**src/rtl/interp_sched_pkg.sv**
```systemverilog
// Shared types and default widths for the interpolating-chain sample scheduler.
//   sched_state_e : scheduler FSM states (IDLE, PRIME, RUN)
//   IN_W, DIV_W, CNT_W : default sample, divider and underflow-counter widths
package interp_sched_pkg;

  typedef enum logic [1:0] {
    IDLE  = 2'd0,
    PRIME = 2'd1,
    RUN   = 2'd2
  } sched_state_e;

  localparam int unsigned IN_W  = 20;
  localparam int unsigned DIV_W = 8;
  localparam int unsigned CNT_W = 16;

endpackage

```
**src/rtl/interp_sample_scheduler_if.sv**
```systemverilog
// Sample/filter-side bundle of the scheduler.
//   s_data, s_valid, s_ready : upstream sample handshake (s_ready driven by scheduler)
//   filter_ce                : output-rate strobe to the chain clk_enable
//   filter_req               : chain ce_out, requests the next input sample
//   filter_data              : sample presented to the chain input_data
// Modports: slave = scheduler side, master = upstream source / filter chain side.
interface interp_sample_scheduler_if #(
  parameter int unsigned IN_W = interp_sched_pkg::IN_W
);

  logic [IN_W-1:0] s_data;
  logic            s_valid;
  logic            s_ready;
  logic            filter_ce;
  logic            filter_req;
  logic [IN_W-1:0] filter_data;

  modport slave (
    input  s_data, s_valid, filter_req,
    output s_ready, filter_ce, filter_data
  );

  modport master (
    output s_data, s_valid, filter_req,
    input  s_ready, filter_ce, filter_data
  );

endinterface

```
**src/rtl/interp_sample_fifo.sv**
```systemverilog
// Synchronous sample FIFO with asynchronous active-high reset.
//   clk, reset      : clock, async active-high reset (all storage cleared)
//   push, wdata     : write request and data; ignored when full
//   pop             : read request; ignored when empty
//   head            : oldest entry (valid when !empty)
//   full, empty     : status flags
//   count           : occupancy, 0..FIFO_DEPTH
// FIFO_DEPTH must be a power of two, minimum 2.
module interp_sample_fifo #(
  parameter int unsigned IN_W       = 20,
  parameter int unsigned FIFO_DEPTH = 4
) (
  input  logic                          clk,
  input  logic                          reset,
  input  logic                          push,
  input  logic                          pop,
  input  logic [IN_W-1:0]               wdata,
  output logic [IN_W-1:0]               head,
  output logic                          full,
  output logic                          empty,
  output logic [$clog2(FIFO_DEPTH):0]   count
);

  localparam int unsigned AW = $clog2(FIFO_DEPTH);
  localparam logic [AW:0] PtrOne = {{AW{1'b0}}, 1'b1};

  logic [IN_W-1:0] mem_q [FIFO_DEPTH];
  // Pointers carry one extra wrap bit so full and empty are distinct.
  logic [AW:0]     wr_ptr_q;
  logic [AW:0]     rd_ptr_q;
  logic            push_ok;
  logic            pop_ok;

  assign empty   = (wr_ptr_q == rd_ptr_q);
  assign full    = (wr_ptr_q[AW] != rd_ptr_q[AW]) && (wr_ptr_q[AW-1:0] == rd_ptr_q[AW-1:0]);
  assign count   = wr_ptr_q - rd_ptr_q;
  assign head    = mem_q[rd_ptr_q[AW-1:0]];
  assign push_ok = push && !full;
  assign pop_ok  = pop && !empty;

  always_ff @(posedge clk or posedge reset) begin
    if (reset) begin
      wr_ptr_q <= '0;
      rd_ptr_q <= '0;
      for (int i = 0; i < int'(FIFO_DEPTH); i++) begin
        mem_q[i] <= '0;
      end
    end else begin
      if (push_ok) begin
        mem_q[wr_ptr_q[AW-1:0]] <= wdata;
        wr_ptr_q                <= wr_ptr_q + PtrOne;
      end
      if (pop_ok) begin
        rd_ptr_q <= rd_ptr_q + PtrOne;
      end
    end
  end

endmodule

```
**src/rtl/interp_sample_scheduler.sv**
```systemverilog
// Rate controller and sample feeder for the inverse-sinc + CIC interpolation chain.
//   clk, reset       : clock, async active-high reset
//   enable           : 1 = stream, 0 = stop
//   div_ratio        : output-rate period is div_ratio+1 clk cycles
//   bus (slave)      : s_data/s_valid/s_ready upstream, filter_ce/filter_req/filter_data chain
//   running          : high in RUN
//   underflow        : one-cycle pulse when a request finds the FIFO empty
//   underflow_count  : saturating underflow count, cleared on each IDLE->PRIME
// Build option: define UNDERFLOW_HOLD_EN to hold the last sample on underflow instead
// of driving zero.
module interp_sample_scheduler #(
  parameter int unsigned IN_W        = interp_sched_pkg::IN_W,
  parameter int unsigned DIV_W       = interp_sched_pkg::DIV_W,
  parameter int unsigned FIFO_DEPTH  = 4,
  parameter int unsigned PRIME_LEVEL = 2,
  parameter int unsigned CNT_W       = interp_sched_pkg::CNT_W
) (
  input  logic                          clk,
  input  logic                          reset,
  input  logic                          enable,
  input  logic [DIV_W-1:0]              div_ratio,
  interp_sample_scheduler_if.slave      bus,
  output logic                          running,
  output logic                          underflow,
  output logic [CNT_W-1:0]              underflow_count
);

  import interp_sched_pkg::*;

  localparam int unsigned AW       = $clog2(FIFO_DEPTH);
  localparam logic [AW:0] PrimeLvl = PRIME_LEVEL[AW:0];

  sched_state_e     state_q, state_d;
  logic [DIV_W-1:0] div_cnt_q, div_cnt_d;
  logic [DIV_W-1:0] ratio_q, ratio_d;
  logic             ce_q, ce_d;
  logic [IN_W-1:0]  data_q, data_d;
  logic             uf_q, uf_d;
  logic [CNT_W-1:0] ucnt_q, ucnt_d;

  logic             push;
  logic             pop;
  logic             full;
  logic             empty;
  logic [AW:0]      count;
  logic [IN_W-1:0]  head;

  interp_sample_fifo #(
    .IN_W       (IN_W),
    .FIFO_DEPTH (FIFO_DEPTH)
  ) u_fifo (
    .clk   (clk),
    .reset (reset),
    .push  (push),
    .pop   (pop),
    .wdata (bus.s_data),
    .head  (head),
    .full  (full),
    .empty (empty),
    .count (count)
  );

  assign bus.s_ready     = !full;
  assign push            = bus.s_valid && !full;
  assign bus.filter_ce   = ce_q;
  assign bus.filter_data = data_q;
  assign running         = (state_q == RUN);
  assign underflow       = uf_q;
  assign underflow_count = ucnt_q;

  always_comb begin
    state_d   = state_q;
    div_cnt_d = '0;
    ratio_d   = ratio_q;
    ce_d      = 1'b0;
    data_d    = data_q;
    uf_d      = 1'b0;
    ucnt_d    = ucnt_q;
    pop       = 1'b0;

    case (state_q)
      IDLE: begin
        if (enable) begin
          state_d = PRIME;
          ucnt_d  = '0;
        end
      end

      PRIME: begin
        if (!enable) begin
          state_d = IDLE;
        end else if (count >= PrimeLvl) begin
          state_d = RUN;
          ratio_d = div_ratio;
        end
      end

      RUN: begin
        if (!enable) begin
          state_d = IDLE;
        end else if (div_cnt_q == ratio_q) begin
          // Wrap: strobe the chain and pick up any new ratio for the next period.
          ce_d    = 1'b1;
          ratio_d = div_ratio;
        end else begin
          div_cnt_d = div_cnt_q + DIV_W'(1);
        end

        if (bus.filter_req) begin
          if (!empty) begin
            pop    = 1'b1;
            data_d = head;
          end else begin
            // No bypass: a sample pushed on this same edge stays queued.
            uf_d = 1'b1;
            if (ucnt_q != '1) begin
              ucnt_d = ucnt_q + CNT_W'(1);
            end
`ifdef UNDERFLOW_HOLD_EN
            data_d = data_q;
`else
            data_d = '0;
`endif
          end
        end
      end

      default: state_d = IDLE;
    endcase
  end

  always_ff @(posedge clk or posedge reset) begin
    if (reset) begin
      state_q   <= IDLE;
      div_cnt_q <= '0;
      ratio_q   <= '0;
      ce_q      <= 1'b0;
      data_q    <= '0;
      uf_q      <= 1'b0;
      ucnt_q    <= '0;
    end else begin
      state_q   <= state_d;
      div_cnt_q <= div_cnt_d;
      ratio_q   <= ratio_d;
      ce_q      <= ce_d;
      data_q    <= data_d;
      uf_q      <= uf_d;
      ucnt_q    <= ucnt_d;
    end
  end

endmodule

```
**src/flat_wrapper.sv**
```systemverilog
// flat-port wrapper written by rule: the top's interface ports become plain ports
module interp_sample_scheduler_flat import interp_sched_pkg::*;
#(
  parameter int unsigned IN_W        = interp_sched_pkg::IN_W,
  parameter int unsigned DIV_W       = interp_sched_pkg::DIV_W,
  parameter int unsigned FIFO_DEPTH  = 4,
  parameter int unsigned PRIME_LEVEL = 2,
  parameter int unsigned CNT_W       = interp_sched_pkg::CNT_W
)
  (clk, reset, enable, div_ratio, running, underflow, underflow_count, bus_s_data, bus_s_valid, bus_filter_req, bus_s_ready, bus_filter_ce, bus_filter_data);
  interp_sample_scheduler_if #(.IN_W(IN_W)) bus_i ();
  input  logic clk;
  input  logic reset;
  input  logic enable;
  input  logic [DIV_W-1:0] div_ratio;
  output logic running;
  output logic underflow;
  output logic [CNT_W-1:0] underflow_count;
  input wire logic [$bits(bus_i.s_data)-1:0] bus_s_data;
  input wire logic [$bits(bus_i.s_valid)-1:0] bus_s_valid;
  input wire logic [$bits(bus_i.filter_req)-1:0] bus_filter_req;
  output wire logic [$bits(bus_i.s_ready)-1:0] bus_s_ready;
  output wire logic [$bits(bus_i.filter_ce)-1:0] bus_filter_ce;
  output wire logic [$bits(bus_i.filter_data)-1:0] bus_filter_data;
  assign bus_i.s_data = bus_s_data;
  assign bus_i.s_valid = bus_s_valid;
  assign bus_i.filter_req = bus_filter_req;
  assign bus_s_ready = bus_i.s_ready;
  assign bus_filter_ce = bus_i.filter_ce;
  assign bus_filter_data = bus_i.filter_data;
  interp_sample_scheduler #(.IN_W(IN_W), .DIV_W(DIV_W), .FIFO_DEPTH(FIFO_DEPTH), .PRIME_LEVEL(PRIME_LEVEL), .CNT_W(CNT_W)) u_core (.clk(clk), .reset(reset), .enable(enable), .div_ratio(div_ratio), .bus(bus_i), .running(running), .underflow(underflow), .underflow_count(underflow_count));
endmodule
```
**config.mk**
```make
export PLATFORM = sky130hd
export DESIGN_NAME = interp_sample_scheduler_flat
export DESIGN_NICKNAME = d
export VERILOG_FILES = /design/src/rtl/interp_sched_pkg.sv /design/src/rtl/interp_sample_scheduler_if.sv /design/src/rtl/interp_sample_fifo.sv /design/src/rtl/interp_sample_scheduler.sv /design/src/flat_wrapper.sv
export SDC_FILE = /design/constraint.sdc
export NUM_CORES = 1
export LEC_CHECK = 0
export CAP_MARGIN = 20
export CORE_ASPECT_RATIO = 0.8
export CORE_UTILIZATION = 40
export CTS_BUF_LIST = sky130_fd_sc_hd__clkbuf_2
export DETAILED_ROUTE_END_ITERATION = 10
export GPL_TIMING_DRIVEN = 0
export PLACE_DENSITY_LB_ADDON = 0.25
export SETUP_SLACK_MARGIN = 0.5
export SLEW_MARGIN = 20
export SYNTH_ARGS = -nofsm -noshare
export SYNTH_HDL_FRONTEND = slang
export SYNTH_SLANG_ARGS = --single-unit
export TNS_END_PERCENT = 20
```
**constraint.sdc**
```tcl
create_clock -name clk -period 5.6 [get_ports clk]
set_clock_uncertainty 0.1 [all_clocks]
set_input_delay 0.84 -clock clk [delete_from_list [all_inputs] [get_ports clk]]
set_output_delay 0.84 -clock clk [all_outputs]
set_load 0.02 [all_outputs]
```
Word-level counts from Yosys, hierarchy flattened:

Index checks and enable logic that the tools add are counted.

* register bits: 142
* logic and storage cells: 89

* add/sub/neg operators: 5
* magnitude comparators: 4
* eq/ne operators: 17
* mux-type cells: 34
* bitwise logic cells: 2
* reduce and logical (&&, ||, !) cells: 14

Operators by type and width (number)
* $bwmux W80: 1
* $mux W20: 4
* $mux W16: 4
* $mux W8: 7
* $bmux W20 S2: 1
* $demux W20 S2: 1
* $pmux W16 S2: 1
* $add A16 B1 Y16 const B: 1
* $ne A16 B16 Y1 const B: 1
* $pmux W8 S2: 1
* $ne A2 B1 Y1 const B: 5
* $reduce_and A5 Y1: 2
* $mux W1: 9
* $add A8 B1 Y8 const B: 1
* $eq A8 B8 Y1: 1
* $mux W2: 4
* $ne A2 B2 Y1 const B: 4
* $add A3 B1 Y3 const B: 2
* $ge A3 B3 Y1 const B: 2
* $not A2 Y3: 2
* $pmux W2 S3: 1
* $logic_and A1 B1 Y1: 5
* $reduce_bool A2 Y1: 2
* $eq A3 B3 Y1: 1
* 12 further kinds: 13

Longest topological paths before layout:

Gate-level depths: netlist of run 1.

* word-level depth: 6
* mapped depth: 9
* gate-level depth less buffers: 7

Modules after synthesis:

A second synthesis of run 1 with hierarchy kept.

* cell total of the unflattened synthesis: 541
* area, all modules: 6820.3 µm²

By module, submodules not included
* interp_sample_fifo: times used 1, cells an instance 237, area each 3892.5 µm²
* interp_sample_scheduler: times used 1, cells an instance 304, area each 2927.8 µm²

Worst setup path after synthesis of run 1:

OpenSTA, ideal clock, no wires.

* path type: flip-flop to flip-flop
* from: register u_core.u_fifo.rd_ptr_q[1]
* to: register u_core.ucnt_q[2] (netlist: u_core.underflow_count[2])
* library setup time: 0.144 ns
* arrival: 2.149 ns
* setup slack: 3.207 ns
* cell stages (with the launch flop): 10
* clock period less this slack: 2.393 ns
* cells stage by stage: dfrtp_1 -> clkbuf_1 -> inv_1 -> ha_1 -> nand2_1 -> nor3_1 -> a21o_1 -> buf_6 -> buf_6 -> a31oi_1

* cells in the longest elaborated chain, start to end: 3

Ends and longest elaborated chain
* start: declaration: line interp_sample_fifo.sv:30 `logic [AW:0] rd_ptr_q;`
* start signal: assignment: line interp_sample_fifo.sv:54 `rd_ptr_q <= rd_ptr_q + PtrOne;`
* $eq A3 B3 Y1: line interp_sample_fifo.sv:34 `assign empty = (wr_ptr_q == rd_ptr_q);`
* $ne A2 B1 Y1 (no source line)
* $reduce_and A5 Y1 (no source line)
* end signal: assignment: line interp_sample_scheduler.sv:148 `ucnt_q <= ucnt_d;`
* end: declaration: line interp_sample_scheduler.sv:39 `logic [CNT_W-1:0] ucnt_q, ucnt_d;`

No other way between the ends.
A chain may end at the register's enable or synchronous reset.

Worst setup path in the final report of run 1:

* from: register u_core.state_q[1]
* to: output running

* cells in the longest elaborated chain, start to end: 1

Ends and longest elaborated chain
* start: declaration: line interp_sample_scheduler.sv:33 `sched_state_e state_q, state_d;`
* start signal: assignment: line interp_sample_scheduler.sv:142 `state_q <= state_d;`
* $eq A2 B2 Y1: line interp_sample_scheduler.sv:67 `assign running = (state_q == RUN);`
* end: declaration: line flat_wrapper.sv:16 `output logic running;`

No other way between the ends.

==> results of run 1 <==
cell usage in the layout, fill, tap and decap left out, types with 9 or more instances in the layout:
master	n
nor3_1	12
a22o_1	20
ha_1	9
dfrtp_1	142
clkbuf_1	16
mux4_2	20
clkbuf_2	21
a31oi_1	21
mux2_1	80
nand2_1	21
xnor2_1	13
buf_2	10
nand3_1	19
o211ai_1	24
clkdlybuf4s50_1	72
metrics by stage:
stage / utilization [%] / setup TNS [ps] / power, mW / std cells
floorplan: - / 0 / 2.822 / 491
global placement: 47.51 / -145160 / 3.255 / 778
detailed placement: 47.73 / 0 / 3.344 / 779
CTS: 48.98 / 0 / 3.877 / 811
global route: 48.98 / 0 / 4.100 / 811
finish: 48.98 / 0 / 3.823 / 811
final timing paths:
kind | startpoint | to | slack [ps] | depth (start not counted)
hold / removal | reset | u_core.underflow_count[7]$_DFFE_PP0P_ | 380 | 2
min in group clk | u_core.u_fifo.mem_q[19]$_DFFE_PP0P_ | u_core.u_fifo.mem_q[19]$_DFFE_PP0P_ | 410 | 1
setup reg to reg | u_core.u_fifo.rd_ptr_q[1]$_DFFE_PP0P_ | u_core.underflow_count[7]$_DFFE_PP0P_ | 2220 | 8
setup / recovery | u_core.state_q[1]$_DFFE_PP0P_ | running | 1430 | 5
hold reg to reg | u_core.u_fifo.mem_q[19]$_DFFE_PP0P_ | u_core.u_fifo.mem_q[19]$_DFFE_PP0P_ | 410 | 1
max in group asynchronous | reset | u_core.u_fifo.mem_q[56]$_DFFE_PP0P_ | 4230 | 3
area by class of cell:
type	count	area (sq um)
sequential	142	3553
buffer	31	143.9
clock buffer	21	105.1
tap	215	269.0
inverter	8	37.54
timing repair buffer	73	748.2
clock inverter	11	93.84
multi-input combinational	310	2838
fill	1434	8114
power by group through the flow:
stage	sequential (mW)	clock [mW]	combinational, mW
after floorplan	1.72	0	1.10
after global routing	1.75	0.593	1.76
after global placement	1.69	0	1.56
after CTS	1.70	0.553	1.63
final	1.69	0.533	1.60
after detailed placement	1.72	0	1.62
critical path, delay by kind of cell (launching register included):
kind	cells	cell delay [ps]
buf+inv	4	1920
flops	1	460
simple gates	1	150
sequential cells by signal, summed over array words and instances, names as in the netlist:
| name | flops |
|---|---|
| u_core.u_fifo.mem_q | 80 |
| u_core.bus.filter_data | 20 |
| u_core.underflow_count | 16 |
| u_core.div_cnt_q | 8 |
| u_core.ratio_q | 8 |
| u_core.u_fifo.rd_ptr_q | 3 |
| u_core.u_fifo.wr_ptr_q | 3 |
| u_core.state_q | 2 |
| u_core.bus.filter_ce | 1 |
| u_core.underflow | 1 |
metal layers:
| layer | routed length, microns | part of all wire (%) |
|---|---|---|
| met1 | 6940 | 48 |
| met2 | 6619 | 46 |
| met5 | 0 | 0 |
| met3 | 778 | 5.4 |
| met4 | 189 | 1.3 |
cells by family after synthesis:
| group | count (synthesis) |
|---|---|
| multiplexers | 103 |
| XOR/XNOR | 21 |
| AND/OR/NAND/NOR | 91 |
| AO/OA/AOI/OAI | 85 |
| flip-flops | 142 |
| buffers and inverters | 39 |
| adder cells (fa/ha/maj) | 10 |
==> impl_metrics.yaml, run 1 <==
outcome:
  status: "finished clean"
setup_path:
  start_kind: "flop"
  crit_fanout: 10
  path_class: "flop to output port"
  crit_path_end_kind: "output port"
  cpMaxStageDelayCell: "clkdlybuf4s50_1"
  crit_path_cell_trace: "nor2b_1 -> clkbuf_1 -> clkbuf_1 -> clkbuf_1 -> clkdlybuf4s50_1"
  critPathMaxStageDelay_ps: 690
  worstPathArrival_ps: 3230
  crit_top_cell: "clkbuf_1"
  cp.required_ps: 4660
clocking:
  ctsResizeCount: 0
  postCtsSetupRepairBufs: 0
  numCtsBuffers: 17
  cts_root_buf: "clkbuf_2"
  cts_hold_buffers: 0
  cts_tree: "done"
  insertion_delay_ps: 710
  clock_path_buffers: 2
  h-tree-depth: 4
  cts.sinks: 142
  cts.clk_slew.worst_paths_ps: 210
floorplanning:
  start_util_pct: 41.28
  coreArea_sq_um: 15900
  die_area_sq_um: 16930
  rows: 41
  ios: 73
  die_y_microns: 116.6
  die_w_microns: 145.2
synthesis:
  synth-edff-count: 0
  synthSimpleGateAreaFrac_pct: 7.452
  synth-compound-area-share_pct: 9.701
  synthAdderAreaFrac_pct: 2.020
  synth_top_family_by_area: "multiplexers"
  ys.flop_type: "dfrtp_1"
  synthArstFlopShare_pct: 100.0
  yosysTopAreaCell: "dfrtp_1"
  synthXorXnorAreaFrac_pct: 3.011
  synth_area_per_cell_sq_um: 13.37
  synthCells: 491
  ys_seq_elements: 142
  synth_top_area_share_pct: 54.13
  yosysSeqAreaShare_pct: 54.13
  synthesis.nets: 534
  syn_area_sq_um: 6565
  synth_commonest_cells: "142 x dfrtp_1, 80 x mux2_1, 24 x o211ai_1"
  synthDistinctLibCells: 42
  synthTopCellsByArea: "dfrtp_1 54%, mux2_1 14%, mux4_2 6.9%"
  yosysMostFrequentCell: "dfrtp_1"
  synth_warnings: 0
  muxShareOfSynthArea_pct: 21.04
placed_design:
  gp_congestion: 0.8429
  dp_worst_setup_slack_ps: 2215
  hpwl_microns: 9923
  placed_area_sq_um: 7590
  portBuffers: 72
power:
  p_seq_share_pct: 44.3
  p_clk_share_pct: 13.9
  switching_share_pct: 36.01
  peakVddDrop_mv: 0.2668
  combPwrFrac_pct: 41.8
  p_per_area_nw_per_um2: 490.9
  intPower_mw: 2.446
  leakage_nw: 3.188
  p_switching_mw: 1.377
layout:
  area_growth_pct: 18.64
  drive_above_1_share_pct: 11.41
  insertedDiodeCount: 0
  final_net_count: 626
  fin_area_sq_um: 7789
detailed_routing:
  antenna_left: 0
  vias: 4463
  routedWlPerCell_microns: 17.91
  drtIter0Drc: 345
  drc_errors: 0
  wl_microns: 14530
  vias_per_cell: 5.503
  dr.pass1.iters: 7
sta:
  setup_slack_ps: 1430
  tightest_slew_ps: 1046
  hold_viol_final: 0
  slew_viol_final: 0
  fin_crit_ps: 4170
  clock.fmax_mhz: 239.8
  slew_headroom_pct: 29.71
  rsz0062_at_grt: "false"
  whs_ps: 378.8
  timing.final.crit_share_pct: 74.47
  setup_viol: 0
global_route:
  top_usage_layer: "met2"
  globalRouteOverflowTotal: 0
  use_met2_pct: 28.53
  grt_pass1_vias: 4547
  antenna_found_initial: 0
  use_met3_pct: 3.750
  grt_max_degree: 99
  grt_use_total_pct: 18.52
  met1_usage_pct: 26.15
  grt_pass1_wl_microns: 24210
job:
  drv_cap: 0
hold_path:
  hp-class: "input port to asynchronous set/reset pin"
No activity file was read; power rests on OpenSTA's default activity.
==> inputs of run 2 (changes only) <==
==> constraint.sdc (replaced) <==
create_clock -name clk -period 4.15 [get_ports clk]
set_clock_uncertainty 0.1 [all_clocks]
set_input_delay 0.6225 -clock clk [delete_from_list [all_inputs] [get_ports clk]]
set_output_delay 0.6225 -clock clk [all_outputs]
set_load 0.02 [all_outputs]
==> run 2 against run 1 <==
Sequential cell count unchanged. Largest cell class unchanged. Largest power group unchanged. Sequential share of layout area decreased by 0.30 points. First-iteration DRC count decreased by 7.5%. Sequential power increased by 36%. Clock power increased by 32%. Highest routed layer unchanged. Clock-buffer cell count decreased by 2. Wire length increased by 0.28%. Via count increased by 0.38%. Critical path depth unchanged. Non-clock buffer count increased by 3. Power increased by 34%.
==> impl_metrics.yaml, run 2 (synthesis results as in run 1) <==
layout:
  final_common_cell: "dfrtp_1"
  largest_register_ffs: 80
  drive_above_1_share_pct: 12.54
  insertedDiodeCount: 0
  area_growth_pct: 19.42
  top_register: "u_core.u_fifo.mem_q"
  final_net_count: 629
  post-route-util_pct: 49.30
  final_cell_mix: "142 x dfrtp_1, 80 x mux2_1, 71 x clkdlybuf4s50_1"
  stdcell_count: 813
  fin_area_sq_um: 7840
placed_design:
  placed_area_sq_um: 7639
  hpwl_microns: 10120
  place_inst: 782
  portBuffers: 72
  gp_congestion: 0.8337
detailed_routing:
  drtIter0Drc: 319
  vias_per_cell: 5.510
  drc_errors: 0
  routedWlPerCell_microns: 17.92
  vias: 4480
  wl_microns: 14570
  dr.pass1.iters: 5
  antenna_left: 0
job:
  drv_cap: 0
clocking:
  cts.sinks: 142
  cts.clk_slew.worst_paths_ps: 220
  cts_hold_buffers: 0
  h-tree-depth: 4
  clock_path_buffers: 2
  cts_root_buf: "clkbuf_2"
  cts_tree: "done"
  numCtsBuffers: 17
  postCtsSetupRepairBufs: 0
  insertion_delay_ps: 710
global_route:
  use_met3_pct: 5.000
  use_met2_pct: 28.17
  globalRouteOverflowTotal: 0
  antenna_found_initial: 0
  grt_pass1_vias: 4386
  grt_max_degree: 35
  grt_use_total_pct: 18.13
  top_usage_layer: "met2"
  met1_usage_pct: 25.06
  grt_pass1_wl_microns: 23450
sta:
  tightest_slew_ps: 957.8
  timing.final.crit_share_pct: 83.56
  tns_ps: 0
  clock.fmax_mhz: 288.4
  slew_headroom_pct: 35.66
  rsz0062_at_grt: "true"
  setup_viol: 0
  slew_viol_final: 0
  hold_viol_final: 0
  fin_crit_ps: 3468
setup_path:
  worstPathArrival_ps: 2750
  crit_path_cell_trace: "clkbuf_2 -> inv_1 -> ha_1 -> nand3_1 -> clkdlybuf4s50_1"
  path_class: "flop to output port"
  start_kind: "flop"
  critPathMaxStageDelay_ps: 620
  crit_fanout: 10
  cpMaxStageDelayCell: "clkdlybuf4s50_1"
  crit_path_end_kind: "output port"
  cp.required_ps: 3430
floorplanning:
  die_y_microns: 116.6
  rows: 41
  die_area_sq_um: 16930
  ios: 73
  start_util_pct: 41.28
  die_w_microns: 145.2
  coreArea_sq_um: 15900
power:
  peakVddDrop_mv: 0.2779
  leakage_nw: 3.230
  p_per_area_nw_per_um2: 655.4
  total_power_mw: 5.139
hold_path:
  hp-class: "input port to asynchronous set/reset pin"
outcome:
  status: "finished clean"
==> run 2: path summary, 6_finish.rpt <==
path	start	end	slack, ps	cells past startpoint
min	reset	u_core.bus.filter_data[6]$_DFFE_PP0P_	200	2
min reg2reg	u_core.u_fifo.mem_q[73]$_DFFE_PP0P_	u_core.u_fifo.mem_q[73]$_DFFE_PP0P_	410	1
max reg2reg	u_core.u_fifo.rd_ptr_q[1]$_DFFE_PP0P_	u_core.underflow_count[3]$_DFFE_PP0P_	950	8
min in group clk	u_core.u_fifo.mem_q[73]$_DFFE_PP0P_	u_core.u_fifo.mem_q[73]$_DFFE_PP0P_	410	1
max	u_core.u_fifo.rd_ptr_q[1]$_DFFE_PP0P_	bus_s_ready	680	5
max in group asynchronous	reset	u_core.bus.filter_data[16]$_DFFE_PP0P_	2940	4
==> run 2: critical path, delay by kind of cell (launching register included) <==
kind                     cells  cell delay, ps
adder cells (fa/ha/maj)      1             330
buffers and inverters        3            1060
flip-flops                   1             510
AND/OR/NAND/NOR              1             140
==> run 2: area by class of cell <==
class / count / area, sq um
inverters: 8 / 33.78
multi-input cells: 310 / 2838
fillers: 1441 / 8063
clock inverters: 12 / 98.84
clock buffers: 19 / 95.09
repair buffers: 76 / 803.3
flip-flops and latches: 142 / 3553
plain buffers: 31 / 148.9
well taps: 215 / 269.0
==> run 2: routing by layer <==
layer	vias up	wire, microns
met5	-	0
met3	13	690
met1	2292	6998
met4	0	109
li1	2056	-
met2	119	6768
==> run 2: what timing repair did <==
item / in CTS / in global routing
endpoints found under the setup margin: 2 / 5
resized for setup: 2 / 5
endpoints found under the hold margin: 0 / 0
==> run 2: where the power goes <==
group / leakage [nW] / switching, mW / internal, mW
clock network: 0.123 / 0.493 / 0.211
registers: 1.76 / 0.341 / 1.95
logic: 1.35 / 1.01 / 1.14
total: 3.23 / 1.84 / 3.30
==> run 2: per-stage QoR <==
step	hold slack (ps)	setup slack, ps
finish	196.6	682.2
global route	137.8	461.5
CTS	135.7	352.8
detailed placement	377.4	817.4
global placement	367.9	437.7
floorplan	358.7	1650
==> inputs of run 3 (changes only) <==
==> constraint.sdc (replaced) <==
create_clock -name clk -period 3.2 [get_ports clk]
set_clock_uncertainty 0.1 [all_clocks]
set_input_delay 0.48 -clock clk [delete_from_list [all_inputs] [get_ports clk]]
set_output_delay 0.48 -clock clk [all_outputs]
set_load 0.02 [all_outputs]
==> run 3 against run 2 <==
Sequential share of layout area shrank 0.28 points. Worst setup slack lost 70 ps. First-iteration DRC count grew 11%. Design area grew 0.69%. Largest cell class unchanged. Non-clock buffer count grew 4. Clock power grew 29%. Critical path type is now flop to flop. Critical path depth grew 3.
==> impl_metrics.yaml, run 3 (synthesis results as in run 1) <==
setup_path:
  critPathMaxStageDelay_ps: 560
  path_buf_inv: 3
  start_kind: "flop"
  cp.required_ps: 3700
  worstPathArrival_ps: 3090
  rr_startpoint: "u_core.underflow_count[0]$_DFFE_PP0P_"
  cpMaxStageDelayCell: "or4_1"
  path_delay_family: "simple AND/OR/NAND/NOR gates"
  critPathLaunch: "u_core.underflow_count[0]$_DFFE_PP0P_"
  path_class: "flop to flop"
  crit_top_cell: "buf_6"
  crit_path_cell_trace: "ha_1 -> nand4_2 -> or4_1 -> buf_2 -> a21o_1 -> buf_6 -> buf_6 -> a31oi_1"
  crit_fanout: 10
  crit_path_end_kind: "flop"
floorplanning:
  die_w_microns: 145.2
  rows: 41
  coreArea_sq_um: 15900
  die_y_microns: 116.6
  start_util_pct: 41.28
  die_area_sq_um: 16930
  ios: 73
placed_design:
  placed_area_sq_um: 7639
  gp_congestion: 0.8337
  place_inst: 782
  hpwl_microns: 10120
  portBuffers: 72
  dp_worst_setup_slack_ps: -132.6
sta:
  clock.fmax_mhz: 386.5
  hold_viol_final: 0
  slew_viol_final: 0
  tightest_slew_ps: 953.6
  whs_ps: 288.9
  rsz0062_at_grt: "true"
  timing.final.crit_share_pct: 80.85
  setup_slack_ps: 612.7
  setup_viol: 0
  slew_headroom_pct: 36.43
  fin_crit_ps: 2587
layout:
  top_register: "u_core.u_fifo.mem_q"
  fin_area_sq_um: 7894
  area_growth_pct: 20.24
  multiInputGateArea_sq_um: 2843
  ff_latch_area_sq_um: 3556
  drive_above_1_share_pct: 13.95
  largest_register_ffs: 80
  final_cell_mix: "140 x dfrtp_1, 80 x mux2_1, 70 x clkdlybuf4s50_1"
  stdcell_count: 817
  final_common_cell: "dfrtp_1"
  fillers: 1435
  final_net_count: 633
  insertedDiodeCount: 0
clocking:
  numCtsBuffers: 17
  cts.sinks: 142
  cts_root_buf: "clkbuf_2"
  cts.clk_slew.worst_paths_ps: 190
  cts_tree: "done"
  insertion_delay_ps: 690
  clock_path_buffers: 2
  h-tree-depth: 4
global_route:
  grt_use_total_pct: 18.17
  grt_pass1_wl_microns: 23500
  antenna_found_initial: 0
  grt_max_degree: 35
  globalRouteOverflowTotal: 0
  grt_pass1_vias: 4398
detailed_routing:
  dr.pass1.iters: 5
  antenna_left: 0
  wl_microns: 14510
  drtIter0Drc: 353
  routedWlPerCell_microns: 17.76
  vias_per_cell: 5.508
  drc_errors: 0
  vias: 4500
power:
  peakVddDrop_mv: 0.3598
  p_per_area_nw_per_um2: 848.6
  leakage_nw: 3.241
outcome:
  status: "finished clean"
hold_path:
  hp-class: "input port to flop"
  worstHoldStart: "div_ratio[1]"
job:
  drv_cap: 0
run 3: cell types whose count changed in the layout (fill, tap and decap cells not counted), sizes merged:
cell | previous run | this run
buf | 19 | 24
dlygate4sd3 | 0 | 1
dlymetal6s2s | 1 | 0
clkdlybuf4s50 | 71 | 70
run 3: per-stage QoR:
stage	power, mW	utilization, %	setup TNS (ps)
finish	6.699	49.64	0
global route	7.182	49.64	0
CTS	6.789	49.65	0
detailed placement	5.828	48.03	-741.7
global placement	5.691	47.53	-51590
floorplan	4.939	-	0
run 3: metal layers:
metal  wire [microns]  global-route usage, %  up-vias
li1                 -                      -     2063
met1             6837                  25.11     2301
met2             6792                  28.24      128
met3              799                  5.000        8
met4               84                  5.263        0
met5                0                      0        -
run 3: what timing repair did:
| action | in CTS | in global routing |
|---|---|---|
| resized for setup | 20 | 4 |
| pin swaps | 0 | 0 |
| setup buffers | 3 | 0 |
| hold endpoints to repair | 5 | 0 |
| endpoints found under the setup margin | 118 | 8 |
| hold buffers | 1 | 0 |
run 3: worst reg2reg max path, cell delays in order (launching register included):
cell and delay (ps):
dfrtp_1 510, ha_1 300, nand4_2 210, or4_1 560, buf_2 170, a21o_1 190, buf_6 140, buf_6 150
a31oi_1 190
run 3: area by class of cell:
type / count / area share [%]
Buffer: 31 / 2.187
Clock buffer: 19 / 1.205
Clock inverter: 12 / 1.252
Inverter: 8 / 0.4280
Multi-Input combinational cell: 310 / 36.01
Sequential cell: 142 / 45.05
Tap cell: 215 / 3.408
Timing Repair Buffer: 80 / 10.46
run 3: worst paths after layout:
| kind | slack [ps] | to | depth (start not counted) |
|---|---|---|---|
| max | 610 | u_core.underflow_count[6]$_DFFE_PP0P_ | 8 |
| min | 290 | u_core.ratio_q[1]$_DFFE_PP0P_ | 3 |
| max reg2reg | 610 | u_core.underflow_count[6]$_DFFE_PP0P_ | 8 |
| min reg2reg | 410 | u_core.u_fifo.mem_q[16]$_DFFE_PP0P_ | 1 |
| max in group asynchronous | 1560 | u_core.bus.filter_data[16]$_DFFE_PP0P_ | 5 |
| min in group asynchronous | 620 | u_core.bus.filter_data[6]$_DFFE_PP0P_ | 3 |
run 3: power by group:
group / internal, mW / switching [mW] / total [mW]
clock: 0.273 / 0.633 / 0.906
sequential: 2.53 / 0.420 / 2.95
combinational: 1.51 / 1.34 / 2.85
